[src/rtl/spn_cu_iter.sv]
`default_nettype none
// ============================================================================
//  Module      : spn_cu_iter
//  Description : Iterative SPN crypto unit. One substitution/permutation
//                round per clock over a parametrised block, with valid/ready
//                handshakes on both request and result sides. Encrypt,
//                decrypt and error reporting share one datapath.
//  Revision    : 1.0 - initial release
// ============================================================================
module spn_cu_iter #(
    parameter int NIBBLES = 4,     // block width is 4*NIBBLES bits, >= 1
    parameter int ROUNDS  = 3,     // number of SPN rounds, >= 1
    parameter int KEY_W   = 32,    // secret key width, >= 4*NIBBLES
    parameter int ROT     = 2      // P-box left-rotate amount, < 4*NIBBLES
) (
    input  logic                 clk,
    input  logic                 reset_n,
    input  logic                 in_valid,
    output logic                 in_ready,
    input  logic [1:0]           opcode,
    input  logic [4*NIBBLES-1:0] data_in,
    input  logic [KEY_W-1:0]     secret_key,
    output logic                 out_valid,
    input  logic                 out_ready,
    output logic [4*NIBBLES-1:0] data_out,
    output logic [1:0]           status,
    output logic                 busy
);

    localparam int BLOCK_W = 4 * NIBBLES;
    localparam int CNT_W   = (ROUNDS > 1) ? $clog2(ROUNDS) : 1;
    // Round-key table is padded to a power of two so any counter value
    // indexes a defined entry.
    localparam int RK_N    = 1 << CNT_W;

    localparam logic [CNT_W-1:0] C_LAST_RND = CNT_W'(ROUNDS - 1);
    localparam logic [CNT_W-1:0] C_FIRST_RND = '0;

    localparam logic [1:0] S_IDLE = 2'd0;
    localparam logic [1:0] S_RUN  = 2'd1;
    localparam logic [1:0] S_DONE = 2'd2;

    localparam logic [1:0] C_OP_NOP = 2'b00;
    localparam logic [1:0] C_OP_ENC = 2'b01;
    localparam logic [1:0] C_OP_DEC = 2'b10;
    localparam logic [1:0] C_OP_ERR = 2'b11;

    localparam logic [1:0] C_ST_NONE = 2'b00;
    localparam logic [1:0] C_ST_ENC  = 2'b01;
    localparam logic [1:0] C_ST_DEC  = 2'b10;
    localparam logic [1:0] C_ST_ERR  = 2'b11;

    // ------------------------------------------------------------------
    // Substitution tables (4-bit)
    // ------------------------------------------------------------------
    function automatic logic [3:0] sbox(input logic [3:0] n);
        logic [3:0] s;
        s = 4'h0;
        case (n)
            4'h0: s = 4'hA;
            4'h1: s = 4'h5;
            4'h2: s = 4'h8;
            4'h3: s = 4'h2;
            4'h4: s = 4'h6;
            4'h5: s = 4'hC;
            4'h6: s = 4'h4;
            4'h7: s = 4'h3;
            4'h8: s = 4'h1;
            4'h9: s = 4'h0;
            4'hA: s = 4'hB;
            4'hB: s = 4'h9;
            4'hC: s = 4'hF;
            4'hD: s = 4'hD;
            4'hE: s = 4'h7;
            default: s = 4'hE;
        endcase
        return s;
    endfunction

    function automatic logic [3:0] inv_sbox(input logic [3:0] n);
        logic [3:0] s;
        s = 4'h0;
        case (n)
            4'h0: s = 4'h9;
            4'h1: s = 4'h8;
            4'h2: s = 4'h3;
            4'h3: s = 4'h7;
            4'h4: s = 4'h6;
            4'h5: s = 4'h1;
            4'h6: s = 4'h4;
            4'h7: s = 4'hE;
            4'h8: s = 4'h2;
            4'h9: s = 4'hB;
            4'hA: s = 4'h0;
            4'hB: s = 4'hA;
            4'hC: s = 4'h5;
            4'hD: s = 4'hD;
            4'hE: s = 4'hF;
            default: s = 4'hC;
        endcase
        return s;
    endfunction

    // ------------------------------------------------------------------
    // Registered state
    // ------------------------------------------------------------------
    logic [1:0]         r_state;
    logic [CNT_W-1:0]   r_cnt;
    logic               r_dec;      // 1 = decrypt operation in flight
    logic [BLOCK_W-1:0] r_x;        // working block
    logic [KEY_W-1:0]   r_key;      // key captured at accept

    // ------------------------------------------------------------------
    // Round keys: rk[r] is the low block of the key rotated left by
    // 8*r mod KEY_W. Rotation amounts are elaboration constants, so each
    // entry is pure wiring; only the counter-driven select is logic.
    // ------------------------------------------------------------------
    logic [BLOCK_W-1:0] w_rk [RK_N];
    logic [BLOCK_W-1:0] w_rk_sel;

    for (genvar r = 0; r < RK_N; r++) begin : g_rk
        if (r < ROUNDS) begin : g_used
            localparam int AMT = (8 * r) % KEY_W;
            assign w_rk[r] = BLOCK_W'((r_key << AMT) | (r_key >> (KEY_W - AMT)));
        end else begin : g_pad
            assign w_rk[r] = '0;
        end
    end

    assign w_rk_sel = w_rk[r_cnt];

    // ------------------------------------------------------------------
    // Round datapath. Encrypt: key mix, substitute, rotate left (except
    // in the last round). Decrypt undoes it in the reverse order.
    // ------------------------------------------------------------------
    logic               w_last;
    logic [BLOCK_W-1:0] w_enc_mix;
    logic [BLOCK_W-1:0] w_enc_sub;
    logic [BLOCK_W-1:0] w_enc_next;
    logic [BLOCK_W-1:0] w_dec_perm;
    logic [BLOCK_W-1:0] w_dec_sub;
    logic [BLOCK_W-1:0] w_dec_next;
    logic [BLOCK_W-1:0] w_next;

    assign w_last    = (r_cnt == C_LAST_RND);
    assign w_enc_mix = r_x ^ w_rk_sel;

    for (genvar i = 0; i < NIBBLES; i++) begin : g_nib
        assign w_enc_sub[4*i +: 4] = sbox(w_enc_mix[4*i +: 4]);
        assign w_dec_sub[4*i +: 4] = inv_sbox(w_dec_perm[4*i +: 4]);
    end

    assign w_enc_next = w_last ? w_enc_sub
                               : ((w_enc_sub << ROT) | (w_enc_sub >> (BLOCK_W - ROT)));
    assign w_dec_perm = w_last ? r_x
                               : ((r_x >> ROT) | (r_x << (BLOCK_W - ROT)));
    assign w_dec_next = w_dec_sub ^ w_rk_sel;
    assign w_next     = r_dec ? w_dec_next : w_enc_next;

    // Terminal round: counter has reached the end of its direction of travel.
    logic w_final;
    assign w_final = r_dec ? (r_cnt == C_FIRST_RND) : w_last;

    // ------------------------------------------------------------------
    // Status outputs decoded from state
    // ------------------------------------------------------------------
    assign out_valid = (r_state == S_DONE);
    assign busy      = (r_state == S_RUN) || (r_state == S_DONE);

    // Control FSM, round counter, working block and result registers.
    always_ff @(posedge clk) begin
        if (!reset_n) begin
            r_state  <= S_IDLE;
            r_cnt    <= '0;
            r_dec    <= 1'b0;
            r_x      <= '0;
            r_key    <= '0;
            data_out <= '0;
            status   <= C_ST_NONE;
            in_ready <= 1'b0;
        end else begin
            case (r_state)
                S_IDLE: begin
                    // in_ready is registered so it stays low for the
                    // reset-release edge and comes up one cycle later.
                    in_ready <= 1'b1;
                    if (in_valid && in_ready) begin
                        case (opcode)
                            C_OP_ENC: begin
                                r_state  <= S_RUN;
                                r_cnt    <= '0;
                                r_dec    <= 1'b0;
                                r_x      <= data_in;
                                r_key    <= secret_key;
                                in_ready <= 1'b0;
                            end
                            C_OP_DEC: begin
                                r_state  <= S_RUN;
                                r_cnt    <= C_LAST_RND;
                                r_dec    <= 1'b1;
                                r_x      <= data_in;
                                r_key    <= secret_key;
                                in_ready <= 1'b0;
                            end
                            C_OP_ERR: begin
                                r_state  <= S_DONE;
                                data_out <= '0;
                                status   <= C_ST_ERR;
                                in_ready <= 1'b0;
                            end
                            default: begin
                                // NOP is consumed and dropped
                                r_state <= S_IDLE;
                            end
                        endcase
                    end
                end
                S_RUN: begin
                    r_x <= w_next;
                    if (w_final) begin
                        r_state  <= S_DONE;
                        data_out <= w_next;
                        status   <= r_dec ? C_ST_DEC : C_ST_ENC;
                    end else if (r_dec) begin
                        r_cnt <= r_cnt - 1'b1;
                    end else begin
                        r_cnt <= r_cnt + 1'b1;
                    end
                end
                S_DONE: begin
                    // Result held until the consumer takes it
                    if (out_ready) begin
                        r_state  <= S_IDLE;
                        data_out <= '0;
                        status   <= C_ST_NONE;
                        in_ready <= 1'b1;
                    end
                end
                default: begin
                    r_state  <= S_IDLE;
                    in_ready <= 1'b0;
                end
            endcase
        end
    end

endmodule
`default_nettype wire

[config.mk]
export PLATFORM = sky130hd
export DESIGN_NAME = spn_cu_iter
export DESIGN_NICKNAME = d
export VERILOG_FILES = /design/src/rtl/spn_cu_iter.sv
export SDC_FILE = /design/constraint.sdc
export NUM_CORES = 1
export LEC_CHECK = 0
export BUFFER_PORTS_ARGS = -buffer_cell sky130_fd_sc_hd__buf_2
export CORE_AREA = 2 2 144 146
export DETAILED_ROUTE_END_ITERATION = 7
export DIE_AREA = 0 0 146 148
export PLACE_DENSITY = 0.54
export SETUP_SLACK_MARGIN = 0.05
export SYNTH_ARGS = -nofsm -noshare
export SYNTH_HDL_FRONTEND = slang
export SYNTH_SLANG_ARGS = --single-unit
[constraint.sdc]
create_clock -name clk -period 5.5 [get_ports clk]
set_clock_uncertainty 0.05 [all_clocks]
set_input_delay 1.1 -clock clk [delete_from_list [all_inputs] [get_ports clk]]
set_output_delay 1.1 -clock clk [all_outputs]
set_load 0.02 [all_outputs]
# Word level (Yosys, flattened, before mapping)
# Memory sizes are Yosys's and may differ from the RTL's.
# Index checks and enable logic that the tools add are counted.
# totals
register_bits	72
rom_bits	512
in_bits	54
output_inout_bits	21
wordCells	91
mem_count	8
# op_classes
addsub	2
n_lt_le_gt_ge	1
eq_ne	13
muxes	35
n_bitwise	8
reduce_logical	16
# memory_table
name	depth	width	rd	rd_ports_with_merged_regs	write_ports	line	rtl
(name not given)	16	4	1	0	0	83	case (n)
(name not given)	16	4	1	0	0	59	case (n)
(name not given)	16	4	1	0	0	83	
(name not given)	16	4	1	0	0	59	
(name not given)	16	4	1	0	0	83	
(name not given)	16	4	1	0	0	59	
+2 memories	-	-	-	-	-	-	
# op_table
op	count
16-bit 2-to-1 mux	11
16-bit one-hot mux with 3 select lines	1
16-bit binary-select mux with 2-bit select	1
16-bit one-hot mux with 2 select lines	1
16-bit XOR	2
2-bit 2-to-1 mux	10
1-bit by 16-bit bitwise OR with 16-bit output (first input constant)	1
14-bit by 16-bit bitwise OR with 16-bit output	1
16-bit by 2-bit bitwise OR with 16-bit output	1
16-bit by 8-bit bitwise OR with 16-bit output	1
2-bit one-hot mux with 2 select lines	3
2-bit one-hot mux with 3 select lines	2
3-bit AND reduction	4
2-bit == test (second input constant)	4
2-bit != test (second input constant)	4
5-bit AND reduction	1
2-bit by 1-bit == test with 1-bit output (second input constant)	2
2-bit zero test	2
1-bit 2-to-1 mux	4
2-bit by 1-bit != test with 1-bit output (second input constant)	2
4-bit AND reduction	1
2-bit nonzero test	2
3-bit greater-or-equal comparator (second input constant)	1
3-bit by 1-bit != test with 1-bit output (second input constant)	1
other kinds (12)	12

# Depth between registers and ports, before layout
# An unclocked memory read counts as a cell.
# depth
ltp_word	11
depth_mapped	15
mapped_depth_nobuf	12

# Worst setup path before layout
# Ideal clock, no wire load.
# synth_timing
path_kind	reg-to-reg
from	register r_cnt[0]
to	register r_x[4]
setup_ns	0.086
t_arrival_ns	2.698
required_time_ns	5.364
slack_ns	2.666
path_stages_with_launch	15
n_path_buf	3
synth_period_minus_slack_ns	2.834
cell_sequence	dfxtp_1 buf_4 buf_6 buf_6 nand2_1 o22ai_1 xnor2_1 inv_1 ha_1 nand3_1 o21ai_0 nor2b_1 o41ai_1 a22oi_1 a211oi_1
# synth_between
elab_chain_cells	10
elab_cells_between_ends	15
classes_between	eq/ne: 1; mux: 7; bitwise: 4; memory: 3
# synth_rtl
element	line	rtl
from (decl)	108	logic [CNT_W-1:0] r_cnt;
from (signal assigned)	225	r_cnt <= r_cnt - 1'b1;
from (signal assigned)	227	r_cnt <= r_cnt + 1'b1;
2-bit NOT with 3-bit output (not written as such)	130	assign w_rk_sel = w_rk[r_cnt];
16-bit binary-select mux with 2-bit select	130	
16-bit 2-to-1 mux (not written as such) (2 in a row)	130	
16-bit XOR	146	assign w_enc_mix = r_x ^ w_rk_sel;
memory read 16 x 4 bit	-	
16-bit by 2-bit bitwise OR with 16-bit output	154	: ((w_enc_sub << ROT) | (w_enc_sub >> (BLOCK_W - ROT)));
16-bit 2-to-1 mux	153	assign w_enc_next = w_last ? w_enc_sub
16-bit 2-to-1 mux *	158	assign w_next = r_dec ? w_dec_next : w_enc_next;
16-bit one-hot mux with 2 select lines *	182	case (r_state)
to (signal assigned)	193	r_x <= data_in;
to (signal assigned)	201	r_x <= data_in;
to (signal assigned)	219	r_x <= w_next;
to (decl)	110	logic [BLOCK_W-1:0] r_x;
# Mark *: on every way between the ends. The rest lies on a longest branch, timed or not. The select of a mux whose other input is x is not followed.
# A chain may end at the register's enable or synchronous reset.

# Worst setup path in the final report
# layout_timing
from	register r_cnt[1]
to	register data_out[4]
# layout_between
elab_chain_cells	11
elab_cells_between_ends	20
classes_between	eq/ne: 2; mux: 9; bitwise: 4; reduce/logical: 2; memory: 3
# layout_rtl
element	line	rtl
2-bit NOT with 3-bit output (not written as such)	130	
16-bit binary-select mux with 2-bit select	130	
16-bit 2-to-1 mux (not written as such) (2 in a row)	130	
16-bit XOR	146	
memory read 16 x 4 bit	-	
16-bit by 2-bit bitwise OR with 16-bit output	154	
16-bit 2-to-1 mux	153	
16-bit 2-to-1 mux	158	
16-bit 2-to-1 mux	220	if (w_final) begin
16-bit one-hot mux with 3 select lines	182	
to (signal assigned)	222	data_out <= w_next;
to (decl)	25	output logic [4*NIBBLES-1:0] data_out,
# Parallel ways exist; a longest one is shown, timed or not. The select of a mux whose other input is x is not followed.

==> impl_metrics.yaml <==
status:
  status: "finished, final reports clean"
clock_network:
  htreeDepth: 3
  postCtsSetupBuffers: 0
  clk_pin_slew_ns: 0.06
  numCtsBuffers: 9
  clock-sinks: 72
  ctsResizeCount: 0
  clock-root-buffer: "clkbuf_16"
  cts_tree: "yes"
  clock_latency_ns: 0.35
  ctsHoldBuffers: 0
  clock_path_buffers: 2
yosys:
  synth-main-ff-cell: "dfxtp_1"
  synthDominantCellAreaShare_pct: 24.4
  synth_nets: 853
  ys_seq_area_share_pct: 24.4
  synth-edff-count: 0
  syn-cell-area_um2: 5920
  synth_cells: 754
  yosys_register_bits: 72
  async_flop_share_pct: 0
  ys_types: 74
  yosys_warnings: 0
  synth_area_leaders: "dfxtp_1 (24%), ha_1 (9.5%), mux2i_1 (8.1%), nand2_1 (7.1%), a21oi_1 (6.1%)"
  synth.avg_cell_area_um2: 7.85
  yosys.area.top_type: "dfxtp_1"
route:
  drc: 0
  vias: 5529
  drtIter0Drc: 408
  wl_per_cell_um: 17.2
  routed_via_density: 5.16
  wirelength_um: 18400
  drt.antenna.violating_nets: 0
  dr.pass1.iters: 5
cells_and_area:
  multi_input_area_um2: 4080
  drive_gt1_share_pct: 16.9
  area_growth_pct: 14.9
  num-fill-cells: 2162
  seqCellArea_um2: 1440
  n_antenna_cell: 0
  finish.utilization_pct: 33.9
  nNetsFinal: 895
global_routing:
  grt_first_pass_wirelength_um: 29400
  grt.total_usage_pct: 17.2
  grt_max_degree: 51
  grt_pass1_vias: 5377
  grt_overflow_total: 0
  antenna_found_initial: 0
placed_design:
  gp_congestion: 0.917
  portBuffers: 74
  pre_cts_ws_ns: 1.71
  dpl.hpwl_um: 13900
power:
  peakVddDrop_mv: 0.228
  p_per_area_nw_per_um2: 395
  total_power_mw: 2.69
  p_leak_nw: 2.76
min_path:
  min_from: "data_out[3]"
  hp-class: "reg -> reg"
job:
  drv_cap: 0
critical_path:
  cp.arrival_ns: 4.11
  cp_cell_sequence: "buf_4 > mux2i_1 > o22ai_1 > xnor2_1 > inv_1 > ha_1 > nand3_1 > o21ai_0 > nor2b_1 > o41ai_1 > a221oi_1 > o21ai_0"
  worstReg2RegStart: "r_cnt[1]"
  cp-start-kind: "flip-flop"
  r2r_slack_ns: 1.61
  critical_path.max_fanout: 29
  cp_slowest_stage_delay_ns: 0.71
  worstPathRequired_ns: 5.72
  path_class: "reg -> reg"
  slowest_stage: "o41ai_1"
  startpoint: "r_cnt[1]"
  crit_path_frequent_cell: "o21ai_0"
  end_kind: "flip-flop"
timing:
  setup_tns_ns: 0
  drv_slew: 0
  setup_viol: 0
  worst_slack_ns: 1.61
  worst_slew_pin_slew_ns: 1.11
  slew_headroom_pct: 25.8
  max_freq_ghz: 0.257
  hold_violations: 0
  rsz0062_at_grt: "no"
  finalCritPeriodShare_pct: 70.8
  fin_crit_ns: 3.89
floorplan:
  row_count: 52
  die_height_um: 148
  dieArea_um2: 21600
  die_x_um: 146
  ioPinCount: 75
  core-area_um2: 20000
  start_util_pct: 29.5
worst paths after layout:
check,cells after the start,to
hold / removal,2,data_out[3]
setup reg to reg,12,data_out[4]
setup / recovery,12,data_out[4]
hold reg to reg,2,data_out[3]
per-layer routing:
layer  wire (µm)  track usage, %  share of wire [%]  vias up
met5           0               0                  0        -
met2        8660            28.7                 47      166
li1            -               -                  -     2754
met1        8280            22.1                 45     2573
met3         872            2.75                4.7       36
met4         611            7.28                3.3        0
through the flow:
stage | hold WS, ns | instances | area, µm²
after global placement | 0.391 | 1055 | 6430
after global routing | 0.435 | 1071 | 6800
after detailed placement | 0.397 | 1055 | 6430
after CTS | 0.405 | 1071 | 6800
after floorplan | 0.386 | 754 | 5920
final | 0.402 | 1071 | 6800
cells in the final DEF, fill, tap and decap left out, types with 3 or more instances in the layout:
cell type	Yosys	final
a31oi_1	17	17
nor4bb_1	4	4
o21ai_0	36	36
nor3b_1	4	4
o31ai_1	4	4
nand2_1	112	112
buf_4	4	7
o211ai_1	7	7
a21oi_1	72	72
nor2b_1	6	6
nor2_1	35	34
mux2i_1	48	48
mux2_2	10	10
xor2_1	9	9
ha_1	45	45
or2_2	4	4
and2_1	6	6
a32oi_1	3	3
or3_1	8	8
bufinv_16	0	4
a221oi_1	6	6
o22ai_1	4	4
inv_1	37	37
clkbuf_16	0	9
nand2b_1	11	10
a211oi_1	12	12
mux4_2	3	3
xnor2_1	17	17
and3_1	6	6
nand3b_1	14	14
dfxtp_1	72	71
nand3_1	11	11
buf_2	9	74
o21ai_2	6	6
nor3_1	11	11
xnor2_2	3	3
o21ai_1	14	14
power breakdown:
part | switching [mW] | leakage [nW] | internal, mW
Sequential | 0.118 | 0.585 | 0.609
Clock | 0.230 | 0.182 | 0.499
Combinational | 0.763 | 2.00 | 0.466
Total | 1.11 | 2.76 | 1.57
critical path: cells and delay by family, from the launching register on:
family / cells / cell delay [ns]
adder cells (fa/ha/maj): 1 / 0.27
AND/OR/NAND/NOR: 2 / 0.22
flip-flops: 1 / 0.66
XOR/XNOR: 1 / 0.36
multiplexers: 1 / 0.24
buffers and inverters: 2 / 0.56
AO/OA/AOI/OAI: 5 / 1.46
cell type report:
cell class | instances | area share (%)
clock buffers | 10 | 3.51
clock inverters | 6 | 1.91
multi-input cells | 593 | 60.0
flip-flops and latches | 72 | 21.2
well taps | 270 | 4.97
inverters | 39 | 2.15
repair buffers | 81 | 6.22
registers in the layout, indices dropped and copies added, names as in the netlist:
| name | cells |
|---|---|
| r_x | 16 |
| r_cnt | 2 |
| r_dec | 1 |
| in_ready | 1 |
| data_out | 16 |
| r_state | 2 |
| status | 2 |
| r_key | 32 |
cell usage after synthesis (all sizes together), types with 3 or more instances:
| library cell | count |
|---|---|
| a221oi | 6 |
| a32oi | 3 |
| o21ai | 56 |
| mux2i | 49 |
| o211ai | 7 |
| nand2 | 112 |
| nand2b | 11 |
| nand3b | 14 |
| or2 | 5 |
| xor2 | 10 |
| ha | 45 |
| nor3b | 5 |
| inv | 39 |
| nor3 | 11 |
| dfxtp | 72 |
| a31oi | 17 |
| buf | 19 |
| a211oi | 14 |
| nor4bb | 4 |
| a21oi | 72 |
| o22ai | 5 |
| and2 | 6 |
| xnor2 | 20 |
| mux2 | 12 |
| nor2 | 35 |
| nand3 | 11 |
| and3 | 6 |
| or3 | 8 |
| mux4 | 4 |
| o31ai | 4 |
| nor2b | 6 |
| clkbuf | 31 |
kinds of logic after synthesis:
family                   after synthesis  synth area share, %
adder cells (fa/ha/maj)               45                 9.51
AND/OR/NAND/NOR                      242                 19.8
AO/OA/AOI/OAI                        211                 22.4
XOR/XNOR                              30                 4.95
multiplexers                          65                 12.3
buffers and inverters                 89                 6.72
flip-flops                            72                 24.4
Note: power is estimated with default switching activity, not from simulation.
